**src/rtl/jk_latch_bist_if.sv**
```systemverilog
// DUT-facing drive/sample bus for the JK latch BIST engine.
// The engine drives j/k/enable into the cell and samples q/q_bar back.
interface jk_latch_bist_if;
   logic dut_j;
   logic dut_k;
   logic dut_enable;
   logic dut_q;
   logic dut_q_bar;

   modport master (
      output dut_j,
      output dut_k,
      output dut_enable,
      input  dut_q,
      input  dut_q_bar
   );

   modport slave (
      input  dut_j,
      input  dut_k,
      input  dut_enable,
      output dut_q,
      output dut_q_bar
   );
endinterface

```
**src/rtl/jk_latch_bist.sv**
```systemverilog
// Stimulus-and-check engine for JK latch/flip-flop cells: walks a fixed
// eight-vector table into the cell and scores q/q_bar against expected values.
module jk_latch_bist #(
   parameter int unsigned SETTLE_CYCLES = 2,
   parameter bit          TEST_TOGGLE   = 1'b1
) (
   input  logic                   clk,
   input  logic                   rst,
   input  logic                   start,
   jk_latch_bist_if.master        dut,
   output logic                   busy,
   output logic                   done,
   output logic                   pass,
   output logic [3:0]             err_count,
   output logic [2:0]             fail_index
);

   localparam int unsigned CNT_W = 4;
   localparam int unsigned IDX_W = 3;
   localparam int unsigned ERR_W = 4;
   localparam logic [IDX_W-1:0] LAST_IDX    = IDX_W'(7);
   localparam logic [CNT_W-1:0] SETTLE_LAST = CNT_W'(SETTLE_CYCLES - 1);

   typedef enum logic [2:0] {IDLE, APPLY, SETTLE, CHECK, DONE} state_t;

   typedef struct packed {
      logic j;
      logic k;
      logic en;
   } drive_t;

   // Drive half of the vector table; toggle vectors 5/6 swap out when disabled.
   function automatic drive_t drive_at(input logic [IDX_W-1:0] idx);
      drive_t d;
      case (idx)
         3'd0:    d = '{j: 1'b0, k: 1'b1, en: 1'b1};
         3'd1:    d = '{j: 1'b0, k: 1'b0, en: 1'b1};
         3'd2:    d = '{j: 1'b1, k: 1'b0, en: 1'b1};
         3'd3:    d = '{j: 1'b0, k: 1'b0, en: 1'b0};
         3'd4:    d = '{j: 1'b0, k: 1'b1, en: 1'b0};
         3'd5:    d = TEST_TOGGLE ? '{j: 1'b1, k: 1'b1, en: 1'b1}
                                  : '{j: 1'b1, k: 1'b0, en: 1'b1};
         3'd6:    d = TEST_TOGGLE ? '{j: 1'b1, k: 1'b1, en: 1'b1}
                                  : '{j: 1'b0, k: 1'b0, en: 1'b1};
         default: d = '{j: 1'b0, k: 1'b1, en: 1'b1};
      endcase
      return d;
   endfunction

   // Expected q after each vector has been applied and settled.
   function automatic logic expect_at(input logic [IDX_W-1:0] idx);
      logic q;
      case (idx)
         3'd0:    q = 1'b0;
         3'd1:    q = 1'b0;
         3'd2:    q = 1'b1;
         3'd3:    q = 1'b1;
         3'd4:    q = 1'b1;
         3'd5:    q = TEST_TOGGLE ? 1'b0 : 1'b1;
         3'd6:    q = 1'b1;
         default: q = 1'b0;
      endcase
      return q;
   endfunction

   state_t             state_q, state_d;
   logic [IDX_W-1:0]   idx_q, idx_d;
   logic [CNT_W-1:0]   cnt_q, cnt_d;
   logic [ERR_W-1:0]   err_q, err_d;
   logic [IDX_W-1:0]   fi_q, fi_d;
   logic               j_q, j_d, k_q, k_d, en_q, en_d;
   logic               busy_q, busy_d, done_q, done_d, pass_q, pass_d;
   drive_t             nxt_drv;
   logic               mismatch;

   // Vector to launch next: vector 0 from IDLE/DONE, idx+1 from CHECK.
   assign nxt_drv  = drive_at((state_q == CHECK) ? IDX_W'(idx_q + 3'd1) : 3'd0);
   assign mismatch = (dut.dut_q != expect_at(idx_q)) || (dut.dut_q_bar == dut.dut_q);

   always_ff @(posedge clk) begin
      if (rst) begin
         state_q <= IDLE;
         idx_q   <= '0;
         cnt_q   <= '0;
         err_q   <= '0;
         fi_q    <= '0;
         j_q     <= 1'b0;
         k_q     <= 1'b0;
         en_q    <= 1'b0;
         busy_q  <= 1'b0;
         done_q  <= 1'b0;
         pass_q  <= 1'b0;
      end else begin
         state_q <= state_d;
         idx_q   <= idx_d;
         cnt_q   <= cnt_d;
         err_q   <= err_d;
         fi_q    <= fi_d;
         j_q     <= j_d;
         k_q     <= k_d;
         en_q    <= en_d;
         busy_q  <= busy_d;
         done_q  <= done_d;
         pass_q  <= pass_d;
      end
   end

   // Next-state and next-output logic; drive registers load on the edge entering APPLY.
   always_comb begin
      state_d = state_q;
      idx_d   = idx_q;
      cnt_d   = cnt_q;
      err_d   = err_q;
      fi_d    = fi_q;
      j_d     = j_q;
      k_d     = k_q;
      en_d    = 1'b0;
      busy_d  = busy_q;
      done_d  = done_q;
      pass_d  = pass_q;

      unique case (state_q)
         IDLE, DONE: begin
            if (start) begin
               state_d = APPLY;
               idx_d   = '0;
               cnt_d   = '0;
               err_d   = '0;
               fi_d    = '0;
               done_d  = 1'b0;
               pass_d  = 1'b0;
               busy_d  = 1'b1;
               j_d     = nxt_drv.j;
               k_d     = nxt_drv.k;
               en_d    = nxt_drv.en;
            end
         end
         APPLY: begin
            state_d = SETTLE;
            cnt_d   = '0;
         end
         SETTLE: begin
            if (cnt_q == SETTLE_LAST) begin
               state_d = CHECK;
               cnt_d   = '0;
            end else begin
               cnt_d = CNT_W'(cnt_q + 4'd1);
            end
         end
         CHECK: begin
            if (mismatch) begin
               err_d = ERR_W'(err_q + 4'd1);
               if (err_q == '0) fi_d = idx_q;
            end
            if (idx_q == LAST_IDX) begin
               state_d = DONE;
               busy_d  = 1'b0;
               done_d  = 1'b1;
               pass_d  = (err_d == '0);
               j_d     = 1'b0;
               k_d     = 1'b0;
            end else begin
               state_d = APPLY;
               idx_d   = IDX_W'(idx_q + 3'd1);
               j_d     = nxt_drv.j;
               k_d     = nxt_drv.k;
               en_d    = nxt_drv.en;
            end
         end
         default: state_d = IDLE;
      endcase
   end

   assign dut.dut_j      = j_q;
   assign dut.dut_k      = k_q;
   assign dut.dut_enable = en_q;
   assign busy           = busy_q;
   assign done           = done_q;
   assign pass           = pass_q;
   assign err_count      = err_q;
   assign fail_index     = fi_q;

endmodule

```
**src/flat_wrapper.sv**
```systemverilog
// flat-port wrapper written by rule: the top's interface ports become plain ports
module jk_latch_bist_flat 
#(
   parameter int unsigned SETTLE_CYCLES = 2,
   parameter bit          TEST_TOGGLE   = 1'b1
)
  (clk, rst, start, busy, done, pass, err_count, fail_index, dut_dut_j, dut_dut_k, dut_dut_enable, dut_dut_q, dut_dut_q_bar);
  jk_latch_bist_if dut_i ();
  input  logic clk;
  input  logic rst;
  input  logic start;
  output logic busy;
  output logic done;
  output logic pass;
  output logic [3:0] err_count;
  output logic [2:0] fail_index;
  output wire logic [$bits(dut_i.dut_j)-1:0] dut_dut_j;
  output wire logic [$bits(dut_i.dut_k)-1:0] dut_dut_k;
  output wire logic [$bits(dut_i.dut_enable)-1:0] dut_dut_enable;
  input wire logic [$bits(dut_i.dut_q)-1:0] dut_dut_q;
  input wire logic [$bits(dut_i.dut_q_bar)-1:0] dut_dut_q_bar;
  assign dut_dut_j = dut_i.dut_j;
  assign dut_dut_k = dut_i.dut_k;
  assign dut_dut_enable = dut_i.dut_enable;
  assign dut_i.dut_q = dut_dut_q;
  assign dut_i.dut_q_bar = dut_dut_q_bar;
  jk_latch_bist #(.SETTLE_CYCLES(SETTLE_CYCLES), .TEST_TOGGLE(TEST_TOGGLE)) u_core (.clk(clk), .rst(rst), .start(start), .dut(dut_i), .busy(busy), .done(done), .pass(pass), .err_count(err_count), .fail_index(fail_index));
endmodule
```
**config.mk**
```make
export PLATFORM = sky130hd
export DESIGN_NAME = jk_latch_bist_flat
export DESIGN_NICKNAME = d
export VERILOG_FILES = /design/src/rtl/jk_latch_bist_if.sv /design/src/rtl/jk_latch_bist.sv /design/src/flat_wrapper.sv
export SDC_FILE = /design/constraint.sdc
export NUM_CORES = 1
export LEC_CHECK = 0
export ABC_AREA = 1
export BUFFER_PORTS_ARGS = -buffer_cell sky130_fd_sc_hd__buf_4
export CAP_MARGIN = 15
export CELL_PAD_IN_SITES_DETAIL_PLACEMENT = 0
export CELL_PAD_IN_SITES_GLOBAL_PLACEMENT = 2
export CORE_MARGIN = 3
export CORE_UTILIZATION = 32
export CTS_BUF_LIST = sky130_fd_sc_hd__clkbuf_4 sky130_fd_sc_hd__clkbuf_8
export CTS_CLUSTER_SIZE = 8
export DETAILED_ROUTE_END_ITERATION = 12
export GPL_TIMING_DRIVEN = 0
export PLACE_DENSITY_LB_ADDON = 0.1
export SYNTH_ARGS = -nofsm -noshare
export SYNTH_HDL_FRONTEND = slang
export SYNTH_SLANG_ARGS = --single-unit
```
**constraint.sdc**
```tcl
create_clock -name clk -period 1.95 [get_ports clk]
set_clock_uncertainty 0.15 [all_clocks]
set_input_delay 0.0975 -clock clk [delete_from_list [all_inputs] [get_ports clk]]
set_output_delay 0.0975 -clock clk [all_outputs]
set_load 0.1 [all_outputs]
```
Yosys cells after proc, flatten, opt, wreduce, memory -nomap -nowiden:

Index checks and enable logic that the tools add are counted.

* div/mod/pow operators: 0
* mux-type cells: 36
* equality and inequality tests: 24
* $add $sub $neg: 3
* multiply operators: 0
* bitwise gates (word level): 0
* $lt $le $gt $ge: 0
* reduce and logical (&&, ||, !) cells: 15
* shifts and indexed selects: 0

Operator list (number)
* 3-bit 2-to-1 mux: 8
* 3-bit == test, second input constant: 7
* 3-bit by 2-bit == test with 1-bit output, second input constant: 6
* 4-bit 2-to-1 mux: 4
* 3-bit one-hot mux with 5 select lines: 1
* 1-bit 2-to-1 mux: 12
* 1-bit one-hot mux with 2 select lines: 6
* 3-bit one-hot mux with 2 select lines: 2
* 3-bit one-hot mux with 4 select lines: 1
* 4-bit one-hot mux with 3 select lines: 1
* 4-bit by 1-bit adder with 4-bit output, second input constant: 2
* 4-bit zero test: 2
* 2-bit inequality test, second input constant: 4
* 4-bit one-hot mux with 2 select lines: 1
* 3-bit by 1-bit == test with 1-bit output, second input constant: 2
* 2-bit AND reduction: 3
* 3-bit AND reduction: 2
* 4-bit by 1-bit == test with 1-bit output, second input constant: 1
* 2-bit by 1-bit inequality test with 1-bit output, second input constant: 2
* 4-bit AND reduction: 1
* 2-bit OR reduction: 2
* 4-bit OR reduction: 1
* 3-bit by 1-bit adder with 3-bit output, second input constant: 1
* 3-bit zero test: 1
* 5 further kinds: 5

* input bits: 5
* output and inout bits: 13
* logic and storage cells: 89
* ROM bits: 0
* RAM bits: 0
* register bits after elaboration: 23
* memories kept: 0
* bits in latches: 0

Depth between registers and ports, before layout:

* depth in word-level cells: 10
* mapped depth: 10
* depth with buffers taken out: 10

Least setup slack after synthesis:

Ideal clock, no wire load.

* kind: register -> register
* start: register u_core.err_q[0] (netlist: u_core.err_count[0])
* end: register u_core.fi_q[2] (netlist: u_core.fail_index[2])
* path buffers: 0
* arrival time: 1.880 ns
* path slack: -0.147 ns
* cell stages (with the launch flop): 10
* cells stage by stage: dfxtp_1 inv_1 ha_1 nand3_1 nor2_1 nand2_1 nand2_1 inv_2 nand2_1 a21oi_2

* cells in the longest elaborated chain, start to end: 3

Ends and longest elaborated chain
* start: declaration: RTL line jk_latch_bist.sv:69 `logic [ERR_W-1:0] err_q, err_d;`
* start signal: assignment: RTL line jk_latch_bist.sv:97 `err_q <= err_d;`
* 4-bit zero test: RTL line jk_latch_bist.sv:153 `if (err_q == '0) fi_d = idx_q;`
* 2-bit inequality test (no source line)
* 4-bit AND reduction (no source line)
* end signal: assignment: RTL line jk_latch_bist.sv:98 `fi_q <= fi_d;`
* end: declaration: RTL line jk_latch_bist.sv:70 `logic [IDX_W-1:0] fi_q, fi_d;`

No other way between the ends.
A chain may end at the register's enable or synchronous reset.

Final worst setup path:

* start: register u_core.idx_q[0]
* end: register u_core.en_q (netlist: u_core.dut.dut_enable)

* cells in the longest elaborated chain, start to end: 7

Ends and longest elaborated chain
* start: declaration: RTL line jk_latch_bist.sv:67 `logic [IDX_W-1:0] idx_q, idx_d;`
* start signal: assignment: RTL line jk_latch_bist.sv:95 `idx_q <= idx_d;`
* 3-bit by 1-bit adder with 3-bit output: RTL line jk_latch_bist.sv:77 `assign nxt_drv = drive_at((state_q == CHECK) ? IDX_W'(idx_q + 3'd1) : 3'd0);`
* 3-bit 2-to-1 mux: RTL line jk_latch_bist.sv:77
* 3-bit == test: RTL line jk_latch_bist.sv:35 `case (idx)`
* 2-bit OR reduction (no source line)
* 3-bit one-hot mux with 5 select lines: RTL line jk_latch_bist.sv:35
* 1-bit 2-to-1 mux, on equally long branches: RTL line jk_latch_bist.sv:155, jk_latch_bist.sv:124
* 1-bit one-hot mux with 2 select lines (*): RTL line jk_latch_bist.sv:122 `unique case (state_q)`
* end signal: assignment: RTL line jk_latch_bist.sv:101 `en_q <= en_d;`
* end: declaration: RTL line jk_latch_bist.sv:71 `logic j_q, j_d, k_q, k_d, en_q, en_d;`

Mark *: on every way between the ends. The rest lies on a longest branch, timed or not.

==> out/summary.txt <==
grt total ovfl = 0
largest net degree at the start of global routing = 14
most common cell after layout, fill and taps aside = nand2_1
routed len/inst = 11.53 µm
routability cong. = 0.7927
Synth Register Bits = 23
Setup Fix Bufs, Post-CTS = 0
RSZ-0062 raised after global routing = false
most frequent cells in the layout = nand2_1, inv_1, dfxtp_1
setup TNS = 0 ns
WP data required = 2.00 ns
yosys warns = 0
r2r setup slk = 0.21 ns
number of synthesized flops with an enable pin = 0
crit path cell chain = ha_1 > ha_1 > nor2_2 > nor2_1 > inv_1 > o211ai_1 > a31oi_1
Final ANT Viol Nets = 0
via count = 1,158
CP Launch Type = register
crit path DAT = 1.79 ns
drt first-iter violations = 71
most frequent cell on the critical path = ha_1
clock power share = 26.4%
initial antenna violation count = 0
DRC viols = 0
fin nets = 209
mean post-synth cell area = 6.977 µm²
Final setup viols = 0
Crit path largest cell delay = 0.42 ns
DP Wirelength = 2180 µm
clock root cell = clkbuf_8
combinational power share = 26.5%
Power Density = 766.1 nW/µm²
Placed Cells = 239
max-cap viol count = 0
fin. max-slew vios = 0
Worst-path clk slew = 0.08 ns
worst rel slew slack = 65.00%
first-pass detailed-route iteration total = 4
outcome = finished, final reports clean
Sw Ratio = 35.74%
non-filler instance count after layout = 243
Int Pwr = 0.7194 mW
number of global-route vias before repair = 1,145
global-route wire length before repair = 4816 µm
Die H = 68.12 µm
Crit Path Max Fanout = 9
area of the core = 3521 µm²
Port Buf Inserts = 16
sequential fraction of the synthesis area = 37.28%
die area = 4640 µm²
CTS Buffer Depth = 2
worst hold path type = primary input to register
syn nets = 188
crit path time final = 1.742 ns
fmax = 0.5740 GHz
Slew @ Worst Pin = 0.5251 ns
critical path type = register to register
layout cells sized above 1 = 19.80%
slowest cell on the critical path = dfxtp_1
endpoints failing hold = 0
Layout area overhead = 18.34%
leakage power total = 0.6178 nW
VDD IR max = 0.2684 mV
post-synth cell types = 25
Gate Count Post-Synth = 177
hold_buf cts = 0
CTS Buf Count = 3
sw power = 0.4001 mW
number of diodes = 0
Initial Util = 35.07%
Clock Latency Late Sink = 0.27 ns
post-CTS sizing = 0
Synth async-reset ratio = 0%
crit end category = register
Ports = 18
std cell rows = 21
vias per cell = 4.765
Die X = 68.12 µm
final WL = 2803 µm
CTS HTree Levels = 1
Synth Cell Area = 1235 µm²
total track usage = 13.78%
CTS tree = built
period utilisation layout = 89.34%
sequential share of power = 47.1%
# clock sinks = 23
predominant post-synthesis flop cell = dfxtp_1
## cells by family after synthesis
family	Yosys count	share of synthesized area [%]
simple gates	87	32.52
buf+inv	30	9.119
compound gates	28	12.87
flops	23	37.28
fa+ha+maj	6	6.079
xor+xnor	3	2.128
## path summary, 6_finish.rpt
check                  startpoint                    end  depth (start not counted)
setup / recovery  u_core.idx_q[0]  u_core.dut.dut_enable                          7
hold / removal              start      u_core.state_q[2]                          4
setup reg to reg  u_core.idx_q[0]  u_core.dut.dut_enable                          7
hold reg to reg       u_core.done            u_core.done                          2
## worst max-delay path, delay by kind of cell (launching register included)
family | cells | cell delay, ns
adders and majority gates | 2 | 0.47
DFF | 1 | 0.42
and+or+nand+nor | 2 | 0.32
AOI/OAI and AO/OA | 2 | 0.23
buffers and inverters | 1 | 0.08
## final cells by class
| cell class | instances | area, µm² |
|---|---|---|
| Timing Repair Buffer | 16 | 120.1 |
| Inverter | 28 | 105.1 |
| Multi-Input combinational cell | 124 | 661.9 |
| Sequential cell | 23 | 462.9 |
| Clock inverter | 1 | 5.005 |
| Fill cell | 391 | 2059 |
| Clock buffer | 3 | 41.29 |
| Tap cell | 46 | 57.56 |
| Buffer | 2 | 7.507 |
## synth_stat cells, drive strengths merged, types with 2 or more instances
master,n,area share [%]
nand2,51,17
inv,28,8.5
dfxtp,23,37
a21oi,16,7.4
nand3,16,8.3
nor2,15,4.8
o21ai,8,3.2
ha,6,6.1
nand4,3,1.5
a31oi,2,1.0
clkbuf,2,0.61
nor3,2,1.2
xor2,2,1.4
## per-layer routing
layer | wire length, µm | vias up | GRT usage (%) | share of wire, %
li1 | - | 610 | - | -
met1 | 1290 | 527 | 15.77 | 46
met2 | 1397 | 17 | 25.03 | 50
met3 | 93 | 4 | 4.105 | 3.3
met4 | 21 | 0 | 2.978 | 0.75
met5 | 0 | - | 0 | 0
## through the flow
step	area (µm²)	worst slack [ns]	hold slack [ns]	utilization [%]	power (mW)
CTS	1461	0.1911	0.03350	41.51	1.142
floorplan	1237	0.05661	0.1907	-	0.7668
global route	1461	0.08869	0.07631	41.51	1.199
global placement	1415	0.2319	0.3049	40.19	0.8370
detailed placement	1415	0.2273	0.3077	40.19	0.8371
finish	1461	0.2079	0.04974	41.51	1.120
## power by group through the flow
stage / clock [mW] / combinational (mW) / sequential (mW)
floorplan: 0 / 0.156 / 0.611
global placement: 0 / 0.299 / 0.538
detailed placement: 0 / 0.299 / 0.539
CTS: 0.315 / 0.300 / 0.528
global route: 0.331 / 0.336 / 0.532
finish: 0.296 / 0.297 / 0.527
## sequential cells by signal (all words and copies together) (netlist names)
name	cells
u_core.err_count	4
u_core.pass	1
u_core.dut.dut_j	1
u_core.idx_q	3
u_core.dut.dut_enable	1
u_core.state_q	3
u_core.fail_index	3
u_core.cnt_q	4
u_core.busy	1
u_core.dut.dut_k	1
u_core.done	1
Note: power is estimated with default switching activity, not from simulation.
